### src/rtl/pipe_stage_skid.sv
// pipe_stage_skid: elastic pipeline-stage register with valid/ready handshake,
// flush-to-bubble and an optional 2-entry skid buffer that keeps the
// downstream stall off the upstream ready path.
module pipe_stage_skid #(
  parameter int                 DATA_W = 96,
  parameter logic [DATA_W-1:0]  BUBBLE = DATA_W'({64'h0, 32'h00000013}),
  parameter int                 SKID   = 1
) (
  input  logic              i_clk,
  input  logic              i_rst,
  input  logic              i_flush,
  input  logic              i_valid,
  output logic              o_ready,
  input  logic [DATA_W-1:0] i_data,
  output logic              o_valid,
  input  logic              i_ready,
  output logic [DATA_W-1:0] o_data,
  output logic [1:0]        o_count
);

  typedef enum logic [1:0] {
    EMPTY = 2'd0,
    ONE   = 2'd1,
    TWO   = 2'd2
  } state_t;

  state_t              state_q, state_d;
  logic [DATA_W-1:0]   out_q, out_d;
  logic [DATA_W-1:0]   skid_q, skid_d;
  logic                upXfer, dnXfer;

  // Handshake outputs; in skid mode ready comes only from registered state,
  // otherwise a full stage may still accept when downstream drains it.
  always_comb begin
    o_valid = (state_q != EMPTY);
    o_data  = out_q;
    o_count = 2'd0;
    case (state_q)
      ONE:     o_count = 2'd1;
      TWO:     o_count = 2'd2;
      default: o_count = 2'd0;
    endcase
    if (SKID != 0) begin
      o_ready = (state_q != TWO) & ~i_rst;
    end else begin
      o_ready = (i_ready | (state_q == EMPTY)) & ~i_rst;
    end
    upXfer = i_valid & o_ready;
    dnXfer = o_valid & i_ready;
  end

  // Next-state logic; flush voids any same-cycle transfer and empties the stage.
  always_comb begin
    state_d = state_q;
    out_d   = out_q;
    skid_d  = skid_q;
    if (i_flush) begin
      state_d = EMPTY;
      out_d   = BUBBLE;
    end else begin
      case (state_q)
        EMPTY: begin
          if (upXfer) begin
            out_d   = i_data;
            state_d = ONE;
          end
        end
        ONE: begin
          if (upXfer && dnXfer) begin
            out_d = i_data;
          end else if (upXfer) begin
            if (SKID != 0) begin
              skid_d  = i_data;
              state_d = TWO;
            end else begin
              out_d = i_data;
            end
          end else if (dnXfer) begin
            out_d   = BUBBLE;
            state_d = EMPTY;
          end
        end
        TWO: begin
          if (dnXfer) begin
            out_d   = skid_q;
            state_d = ONE;
          end
        end
        default: begin
          state_d = EMPTY;
          out_d   = BUBBLE;
        end
      endcase
    end
  end

  // State and output register; reset drops every held entry.
  always_ff @(posedge i_clk) begin
    if (i_rst) begin
      state_q <= EMPTY;
      out_q   <= BUBBLE;
    end else begin
      state_q <= state_d;
      out_q   <= out_d;
    end
  end

  // Skid register carries no reset: it is only read while the state says it is valid.
  always_ff @(posedge i_clk) begin
    skid_q <= skid_d;
  end

endmodule

### config.mk
export PLATFORM = sky130hd
export DESIGN_NAME = pipe_stage_skid
export DESIGN_NICKNAME = d
export VERILOG_FILES = /design/src/rtl/pipe_stage_skid.sv
export SDC_FILE = /design/constraint.sdc
export NUM_CORES = 1
export LEC_CHECK = 0
export ABC_AREA = 1
export BUFFER_PORTS_ARGS = -buffer_cell sky130_fd_sc_hd__buf_2
export CAP_MARGIN = 20
export CORE_MARGIN = 1.5
export CORE_UTILIZATION = 47
export DETAILED_ROUTE_END_ITERATION = 10
export PLACE_DENSITY = 0.74
export RECOVER_POWER = 50
export SLEW_MARGIN = 30
export SYNTH_ARGS = -nofsm -noshare
export SYNTH_HDL_FRONTEND = slang
export SYNTH_SLANG_ARGS = --single-unit
### constraint.sdc
create_clock -name i_clk -period 5.15 [get_ports i_clk]
set_input_delay 0.2575 -clock i_clk [delete_from_list [all_inputs] [get_ports i_clk]]
set_output_delay 0.2575 -clock i_clk [all_outputs]
set_load 0.01 [all_outputs]
==> results of run 1 <==
==> cell usage after synthesis <==
cell type / count
nand3_1: 190
nand3_2: 1
or2_2: 2
o22ai_1: 2
clkbuf_1: 35
o21ai_0: 4
buf_2: 14
nor2_2: 2
buf_6: 8
dfxtp_1: 98
nand2_2: 1
a21oi_1: 96
inv_1: 5
nand4_1: 1
buf_4: 7
edfxtp_1: 96
inv_2: 5
buf_1: 6
nand2_1: 385
nor2_1: 3
==> critical path, stage by stage (launching register included) <==
cell	delay, ns
dfxtp_1	0.40
inv_2	0.06
nand2_1	0.13
nand3_1	0.21
nor2_4	0.53
buf_4	0.52
nand3_1	0.15
nand3_1	0.13
nand2_1	0.06
a21oi_1	0.15
==> state kept, by name, indices dropped and copies added (netlist names) <==
register and cells:
skid_q 96, o_data 96, state_q 2
==> layout make-up <==
type / count / area [um2]
Timing Repair Buffer: 210 / 855
Clock buffer: 25 / 508
Tap cell: 225 / 282
Fill cell: 1639 / 7590
Clock inverter: 7 / 70.1
Inverter: 10 / 37.5
Multi-Input combinational cell: 687 / 2990
Sequential cell: 194 / 4840
==> power by group through the flow <==
stage | registers [W] | logic, W | clock network, W
floorplan | 0.00170 | 0.000153 | 0
global placement | 0.00169 | 0.000264 | 0
detailed placement | 0.00169 | 0.000269 | 0
CTS | 0.00165 | 0.000271 | 0.00132
global route | 0.00166 | 0.000285 | 0.00138
finish | 0.00165 | 0.000254 | 0.00131
==> cells in the final DEF, fill, tap and decap left out <==
| master | instances |
|---|---|
| nand2_1 | 386 |
| clkbuf_1 | 197 |
| nand3_1 | 190 |
| dfxtp_1 | 98 |
| a21oi_1 | 96 |
| edfxtp_1 | 96 |
| clkbuf_16 | 19 |
| buf_2 | 8 |
| inv_2 | 6 |
| buf_6 | 5 |
| buf_4 | 5 |
| inv_1 | 4 |
| o21ai_0 | 4 |
| nor2_4 | 3 |
| inv_4 | 3 |
| or2_2 | 2 |
| nor2_1 | 2 |
| o22ai_1 | 2 |
| nand3_4 | 1 |
| nand4_1 | 1 |
| clkinvlp_4 | 1 |
| clkbuf_8 | 1 |
| clkinv_2 | 1 |
| clkinv_4 | 1 |
| bufinv_16 | 1 |
==> through the flow <==
stage	total power [W]	utilization	instances	setup slack (ns)	instance area (um2)
2_1_floorplan	0.00185	-	961	1.28	8220
3_3_place_gp	0.00195	0.538	1326	2.59	9230
3_5_place_dp	0.00196	0.538	1326	2.52	9240
4_1_cts	0.00325	0.572	1358	2.52	9820
5_1_grt	0.00332	0.558	1358	2.49	9590
6_report	0.00321	0.558	1358	2.71	9590
==> cells by family after synthesis <==
kind of cell / after synthesis / synth area share
and+or+nand+nor: 585 / 0.299
buffers and inverters: 80 / 0.0492
DFF: 194 / 0.590
AOI/OAI and AO/OA: 102 / 0.0624
==> final timing paths <==
kind	startpoint	to	slack [ns]	depth (start not counted)
min reg2reg	o_data[22]$_SDFFE_PP0P_	o_data[22]$_SDFFE_PP0P_	0.46	2
max	state_q[0]$_SDFFE_PP0P_	o_data[28]$_SDFFE_PP0P_	2.71	9
min	i_data[0]	skid_q[0]$_DFFE_PP_	0.02	1
max reg2reg	state_q[0]$_SDFFE_PP0P_	o_data[28]$_SDFFE_PP0P_	2.71	9
==> per-layer routing <==
| metal | share of wire | track usage |
|---|---|---|
| met1 | 0.44 | 0.338 |
| met2 | 0.46 | 0.347 |
| met3 | 0.089 | 0.0483 |
| met4 | 0.014 | 0.0741 |
| met5 | 0 | 0 |
==> flow_summary.yaml, run 1 <==
timing:
  transition_time_of_the_tightest_slew_check_pin_ns: 0.792
  part_of_the_cycle_the_worst_path_needs: 0.474
  final_period_minus_worst_setup_slack_ns: 2.44
  finalHoldViolCount: 0
  clock_skew_ns: 0.0115
  timing.hold.ws_ns: 0.0170
  grt_setup_unrepaired: "no"
  maxSlewHeadroom: 0.472
  finalSetupViolCount: 0
  timing.final.max_slew_violations: 0
  max_freq_mhz: 410
  tns_ns: 0
grt:
  grt_pass1_wl_mm: 33.5
  grt_use_total: 0.232
  pin_count_of_the_biggest_net_entering_global_routing: 96
  initial_antenna_violation_count: 0
  via_count_of_the_first_global_routing_pass: 6581
  gr-total-overflow: 0
route:
  drt-total-wl_mm: 21.2
  detail_route.vias_per_cell: 5.36
  detail_route.first_pass.iterations: 5
  ant_nets: 0
  remaining_drc_errors: 0
  route.vias.total: 7282
  initialDrtViolationCount: 602
  wl_per_cell_um: 15.6
synth:
  syn-num-nets: 1062
  synth_top_cell_by_area: "edfxtp_1"
  synth.yosys.seq_area_share: 0.590
  synth.ff_latch_count: 194
  ys_warn_count: 0
  synth.lib_cells_used.distinct: 20
  post_synth_main_area_contributors: "edfxtp_1 (35%), dfxtp_1 (24%), nand2_1 (18%), nand3_1 (12%), a21oi_1 (5.8%)"
  synth_largest_type_area_fraction: 0.351
  syn-mean-instance-area_um2: 8.55
  syn-cell-area_um2: 8220
  syn-instance-count: 961
clock_network:
  cts_htree_levels: 4
  clock_sinks: 194
  max-clock-path-buffers: 2
  tritoncts: "built"
  cts_inserted_buffers: 17
  cts_hold_repair.buffers: 0
  cts.reportedPaths.clkPinSlew_ns: 0.07
  insertion_delay_ns: 0.43
  ctsRootBufferMaster: "clkbuf_16"
  cts-resized-gates: 0
  cts_setup_buffers: 0
final_layout:
  p_r_area_growth_vs_syn_pct: 16.7
  antenna_cells_inserted: 0
  layout_cell_share_with_drive_strength_beyond_1: 0.0503
  final_nets: 1221
power_and_ir_drop:
  combinationalPowerShare: 0.079
  intPower_w: 0.00246
  sw_share: 0.234
  pwr-share-seq: 0.515
  p_leak_nw: 3.37
  clkPwrFrac: 0.406
  power_switching_w: 0.000753
  peakVddDrop_v: 0.000228
  power_density_nw_per_um2: 335
floorplan:
  die_height_um: 135
  initial_core_util: 0.478
  rows: 48
  ios: 201
  die_w_um: 135
  design.die.area_um2: 18300
  core-area_um2: 17200
worst_setup_path:
  arrival_time_at_the_worst_endpoint_ns: 2.79
  worstSetupPathType: "reg -> reg"
  worstPathMaxFanout: 40
  timing.critical_path.from_type: "flop"
  critPathRequiredTime_ns: 5.50
  nature_of_the_critical_path_endpoint: "flop"
outcome:
  status: "complete, no violations"
flow_run:
  cap_viol_max_count: 0
place:
  place.gp.congestion: 0.916
  io_buffers: 200
  dp_hpwl_mm: 12.4
worst_hold_path:
  class_of_the_tightest_hold_or_removal_check: "in -> reg"
Power figures use the tool's default switching activity.
==> inputs of run 2 (changes only) <==
--- a/config.mk
+++ b/config.mk
@@ -5,13 +5,13 @@
 export SDC_FILE = /design/constraint.sdc
 export NUM_CORES = 1
 export LEC_CHECK = 0
-export ABC_AREA = 1
+export ABC_AREA = 0
 export BUFFER_PORTS_ARGS = -buffer_cell sky130_fd_sc_hd__buf_2
 export CAP_MARGIN = 20
 export CORE_MARGIN = 1.5
 export CORE_UTILIZATION = 47
 export DETAILED_ROUTE_END_ITERATION = 10
-export PLACE_DENSITY = 0.74
+export PLACE_DENSITY = 0.71
 export RECOVER_POWER = 50
 export SLEW_MARGIN = 30
 export SYNTH_ARGS = -nofsm -noshare
==> constraint.sdc (replaced) <==
create_clock -name i_clk -period 2.4 [get_ports i_clk]
set_input_delay 0.12 -clock i_clk [delete_from_list [all_inputs] [get_ports i_clk]]
set_output_delay 0.12 -clock i_clk [all_outputs]
set_load 0.01 [all_outputs]
==> flow_summary.yaml, run 2 <==
floorplan:
  initial_core_util: 0.485
  core-area_um2: 18100
  design.die.area_um2: 19500
  die_w_um: 140
  die_height_um: 140
  rows: 49
  ios: 201
final_layout:
  layout.cells.most_common_list: "clkbuf_1 (193), dlygate4sd3_1 (97), dfxtp_1 (96), edfxtp_1 (96), mux2i_1 (94)"
  postLayoutCoreUtil: 0.620
  num-fill-cells: 1525
  sequential_cell_area_um2: 4850
  multi_input_comb_area_um2: 3580
  final_common_cell: "clkbuf_1"
  final_nets: 1037
  antenna_cells_inserted: 0
  layout_cell_share_with_drive_strength_beyond_1: 0.204
  final_design_area_no_fill_um2: 11200
  p_r_area_growth_vs_syn_pct: 27.9
synth:
  synth.ff_latch_count: 194
  synth_largest_type_area_fraction: 0.328
  synth_flop_cell: "dfxtp_1"
  synth_top_cell_by_area: "edfxtp_1"
  ys_warn_count: 0
  synth.yosys.seq_area_share: 0.551
  async_reset_ff_frac: 0
  synthMostInstantiatedCell: "dfxtp_1"
  synth.lib_cells_used.distinct: 33
  synth_commonest_cells: "dfxtp_1 (98), edfxtp_1 (96), mux2i_1 (94)"
  syn-instance-count: 671
  syn-mean-instance-area_um2: 13.1
  post_synth_main_area_contributors: "edfxtp_1 (33%), dfxtp_1 (22%), mux2i_1 (11%), a22oi_2 (10%), o2bb2ai_1 (9.3%)"
  synth_enable_flop_cells: 96
  syn-cell-area_um2: 8800
  syn-num-nets: 772
timing:
  max_freq_mhz: 471
  finalSetupViolCount: 0
  finalHoldViolCount: 0
  transition_time_of_the_tightest_slew_check_pin_ns: 0.870
  timing.final.max_slew_violations: 0
  part_of_the_cycle_the_worst_path_needs: 0.884
  clock_skew_ns: 0.00893
  final_period_minus_worst_setup_slack_ns: 2.12
  tns_ns: 0
  grt_setup_unrepaired: "no"
  maxSlewHeadroom: 0.420
worst_setup_path:
  arrival_time_at_the_worst_endpoint_ns: 2.41
  critPathRequiredTime_ns: 2.69
  reg2reg_from: "state_q[1]$_SDFFE_PP0P_"
  timing.critical_path.from_type: "flop"
  regToRegSetupSlack_ns: 0.28
  worstSetupPathType: "reg -> reg"
  worstRegToRegCells: 5
  nature_of_the_critical_path_endpoint: "flop"
  rr_endpoint: "o_data[58]$_SDFFE_PP0P_"
  worstPathMaxFanout: 48
  critPathLaunch: "state_q[1]$_SDFFE_PP0P_"
route:
  route.vias.total: 6587
  detail_route.first_pass.iterations: 7
  initialDrtViolationCount: 309
  drt-total-wl_mm: 22.3
  wl_per_cell_um: 18.9
  detail_route.vias_per_cell: 5.59
  remaining_drc_errors: 13
  ant_nets: 0
worst_hold_path:
  class_of_the_tightest_hold_or_removal_check: "in -> reg"
  worstHoldPathCells: 3
  worstHoldEndpoint: "o_data[4]$_SDFFE_PP1P_"
  timing.hold.worst.start: "i_rst"
grt:
  gr-total-overflow: 0
  initial_antenna_violation_count: 0
  via_count_of_the_first_global_routing_pass: 6963
  grt_use_total: 0.231
  grt_pass1_wl_mm: 36.0
  pin_count_of_the_biggest_net_entering_global_routing: 96
clock_network:
  max-clock-path-buffers: 2
  cts_inserted_buffers: 17
  insertion_delay_ns: 0.43
  cts.reportedPaths.clkPinSlew_ns: 0.07
  cts_htree_levels: 4
  clock_sinks: 194
  tritoncts: "built"
  ctsRootBufferMaster: "clkbuf_16"
outcome:
  status: "finished, violations left"
  failed_checks: "DRC"
power_and_ir_drop:
  peakVddDrop_v: 0.000515
  p_leak_nw: 3.40
  power_density_nw_per_um2: 650
place:
  place.gp.congestion: 0.771
  io_buffers: 200
  dp_hpwl_mm: 13.6
  dpl-instance-area_um2: 9930
flow_run:
  cap_viol_max_count: 0
## run 2: cell types whose count changed after synthesis, sizes merged, moves of 7 or more
cell / previous run / this run
nand3: 191 / 1
mux2i: 0 / 94
inv: 10 / 2
a21oi: 96 / 0
buf: 35 / 42
nor2: 5 / 97
nand2: 386 / 2
o2bb2ai: 0 / 93
clkbuf: 35 / 24
a22oi: 0 / 93
## run 2: per-layer routing
layer,track usage,vias to the layer above,routed length (um)
met5,0,-,0
met4,0.0853,0,486
met3,0.0299,35,868
met2,0.414,178,11400
met1,0.285,3251,9490
li1,-,3123,-
## run 2: layout make-up
type                    count  area share
inverters                   2    0.000667
clock inverters            14      0.0140
clock buffers              18      0.0382
flip-flops and latches    194       0.431
well taps                 229      0.0255
repair buffers            312       0.172
multi-input cells         409       0.319
## run 2: worst max-delay path, cell delays in order (launching register included)
cell and delay [ns]:
dfxtp_4 0.58, buf_4 0.70, mux2i_1 0.32, o2bb2ai_1 0.11
a22oi_1 0.17, nor2_1 0.07
## run 2: logic make-up after synthesis
family | Yosys count | synth area share
buffers and inverters | 68 | 0.0465
AND/OR/NAND/NOR | 117 | 0.0735
flip-flops | 194 | 0.551
multiplexers | 94 | 0.107
AO/OA/AOI/OAI | 198 | 0.222
## run 2: worst max-delay path by stage
stage,slack [ns],end
detailed placement,0.28,o_data[14]$_SDFFE_PP0P_
CTS,0.28,o_data[6]$_SDFFE_PP0P_
finish,0.28,o_data[58]$_SDFFE_PP0P_
global route,0.14,o_data[58]$_SDFFE_PP0P_
floorplan,-1.12,skid_q[0]$_DFFE_PP_
global placement,0.36,o_data[6]$_SDFFE_PP0P_
## run 2: what timing repair did
| action | CTS | global route |
|---|---|---|
| buffers inserted | 0 | 0 |
| hold buffers | 97 | 0 |
| gates resized for setup | 0 | 0 |
| hold endpoints to repair | 99 | 0 |
## run 2: report_power, final
part	internal [W]	switching, W	total (W)	leakage [nW]
logic	0.000385	0.000525	0.000910	1.47
clock network	0.00155	0.00129	0.00284	0.271
registers	0.00352	0.0000364	0.00356	1.66
## run 2: stage by stage
step           hold WS [ns]  setup WS, ns  total power (W)  instances
2_1_floorplan         0.219         -1.12          0.00419        671
3_3_place_gp          0.321         0.362          0.00441       1049
3_5_place_dp          0.324         0.282          0.00445       1049
4_1_cts              0.0347         0.277          0.00740       1178
5_1_grt              0.0813         0.140          0.00757       1178
6_report             0.0509         0.279          0.00731       1178
==> inputs of run 3 (changes only) <==
--- a/config.mk
+++ b/config.mk
@@ -8,8 +8,8 @@
 export ABC_AREA = 0
 export BUFFER_PORTS_ARGS = -buffer_cell sky130_fd_sc_hd__buf_2
 export CAP_MARGIN = 20
-export CORE_MARGIN = 1.5
 export CORE_UTILIZATION = 47
+export CTS_CLUSTER_DIAMETER = 60
 export DETAILED_ROUTE_END_ITERATION = 10
 export PLACE_DENSITY = 0.71
 export RECOVER_POWER = 50
==> flow_summary.yaml, run 3 (same netlist as run 2, synthesis figures left out) <==
grt:
  grt_pass1_wl_mm: 35.7
  via_count_of_the_first_global_routing_pass: 7010
  gr-total-overflow: 0
  pin_count_of_the_biggest_net_entering_global_routing: 96
  grt_use_total: 0.232
  initial_antenna_violation_count: 0
timing:
  max_freq_mhz: 485
  timing.final.max_slew_violations: 96
  transition_time_of_the_tightest_slew_check_pin_ns: 1.56
  clock_skew_ns: 0.00850
  part_of_the_cycle_the_worst_path_needs: 0.858
  grt_setup_unrepaired: "no"
  final_period_minus_worst_setup_slack_ns: 2.06
  finalHoldViolCount: 0
  finalSetupViolCount: 0
  maxSlewHeadroom: -0.0386
final_layout:
  final_common_cell: "clkbuf_1"
  final_design_area_no_fill_um2: 11300
  layout_cell_share_with_drive_strength_beyond_1: 0.201
  final_nets: 1038
  postLayoutCoreUtil: 0.620
  layout.cells.most_common_list: "clkbuf_1 (195), dlygate4sd3_1 (97), dfxtp_1 (97), edfxtp_1 (96), mux2i_1 (94)"
  antenna_cells_inserted: 0
  p_r_area_growth_vs_syn_pct: 28.0
clock_network:
  cts.reportedPaths.clkPinSlew_ns: 0.06
  tritoncts: "built"
  ctsRootBufferMaster: "clkbuf_16"
  cts_htree_levels: 4
  clock_sinks: 194
  cts_inserted_buffers: 17
  insertion_delay_ns: 0.43
  max-clock-path-buffers: 2
route:
  route.vias.total: 6575
  detail_route.vias_per_cell: 5.58
  detail_route.first_pass.iterations: 8
  route.top_layer_used: "met4"
  initialDrtViolationCount: 319
  routed-wl-met3_um: 836
  remaining_drc_errors: 13
  wl_per_cell_um: 18.5
  drt-total-wl_mm: 21.9
  met2RoutedLength_mm: 11.2
  ant_nets: 0
  wirelength_met1_mm: 9.23
worst_hold_path:
  class_of_the_tightest_hold_or_removal_check: "in -> reg"
floorplan:
  ios: 201
  design.die.area_um2: 19300
  rows: 49
  die_w_um: 139
  die_height_um: 139
  initial_core_util: 0.485
  core-area_um2: 18100
worst_setup_path:
  nature_of_the_critical_path_endpoint: "primary output"
  slowest_cell_on_crit_path: "buf_6"
  regToRegSetupSlack_ns: 0.44
  arrival_time_at_the_worst_endpoint_ns: 1.94
  critPathRequiredTime_ns: 2.28
  worstPathMaxFanout: 94
  worstSetupPathType: "reg -> out"
  max_stage_delay_ns: 0.66
  timing.critical_path.from_type: "flop"
  crit_chain: "buf_6, or2_2, buf_2"
power_and_ir_drop:
  p_leak_nw: 3.42
  report.power.total_w: 0.00725
  peakVddDrop_v: 0.000475
  power_density_nw_per_um2: 645
place:
  io_buffers: 200
  dpl-instance-area_um2: 9940
  dp_hpwl_mm: 13.2
  place.gp.congestion: 0.764
outcome:
  failed_checks: "DRC, capacitance limit, slew limit"
  status: "finished, violations left"
flow_run:
  cap_viol_max_count: 1
[run 3: cell count changes in the layout (fill, tap and decap cells not counted), moves of 2 or more]
| cell | before | now |
|---|---|---|
| clkinv_2 | 1 | 3 |
| clkinvlp_4 | 5 | 0 |
| clkbuf_8 | 0 | 3 |
| clkbuf_1 | 193 | 195 |
[run 3: worst paths after layout]
kind	start	endpoint	depth (start not counted)
worst min-delay path	i_rst	o_data[0]$_SDFFE_PP1P_	3
worst max-delay path	state_q[0]$_SDFFE_PP0P_	o_valid	3
worst max register to register	state_q[1]$_SDFFE_PP0P_	o_data[63]$_SDFFE_PP0P_	5
worst min register to register	o_data[36]$_SDFFE_PP0P_	o_data[36]$_SDFFE_PP0P_	2
[run 3: worst max-delay path: cells and delay by family (launching register included)]
kind	cells	cell delay, ns
AND/OR/NAND/NOR	1	0.23
flip-flops	1	0.50
buffers and inverters	2	0.78
[run 3: through the flow]
stage	setup TNS (ns)	worst slack, ns	hold slack [ns]	instances
CTS	0	0.348	0.0312	1178
detailed placement	0	0.419	0.320	1049
finish	0	0.340	0.0480	1179
global route	0	0.170	0.0637	1179
floorplan	-107.32	-1.12	0.219	671
global placement	0	0.496	0.320	1049
[run 3: power breakdown]
| part | internal (W) | switching (W) |
|---|---|---|
| clock | 0.00158 | 0.00120 |
| sequential | 0.00352 | 0.0000367 |
| combinational | 0.000390 | 0.000524 |
| total | 0.00549 | 0.00176 |
[run 3: final cells by class]
class / instances / area, um2
fill: 1483 / 6890
multi-input combinational: 409 / 3580
inverter: 2 / 7.51
tap: 229 / 287
sequential: 194 / 4850
timing repair buffer: 313 / 1950
clock inverter: 8 / 75.1
clock buffer: 24 / 503
[run 3: timing repair]
action,in CTS,in global routing
resized for setup,0,0
setup buffers,0,0
setup endpoints to repair,0,0
hold buffers,97,0
hold endpoints to repair,99,0
[run 3: layer usage]
layer / track usage / up-vias
met5: 0 / -
met4: 0.0994 / 0
met3: 0.0369 / 43
met2: 0.421 / 165
met1: 0.270 / 3243
li1: - / 3124
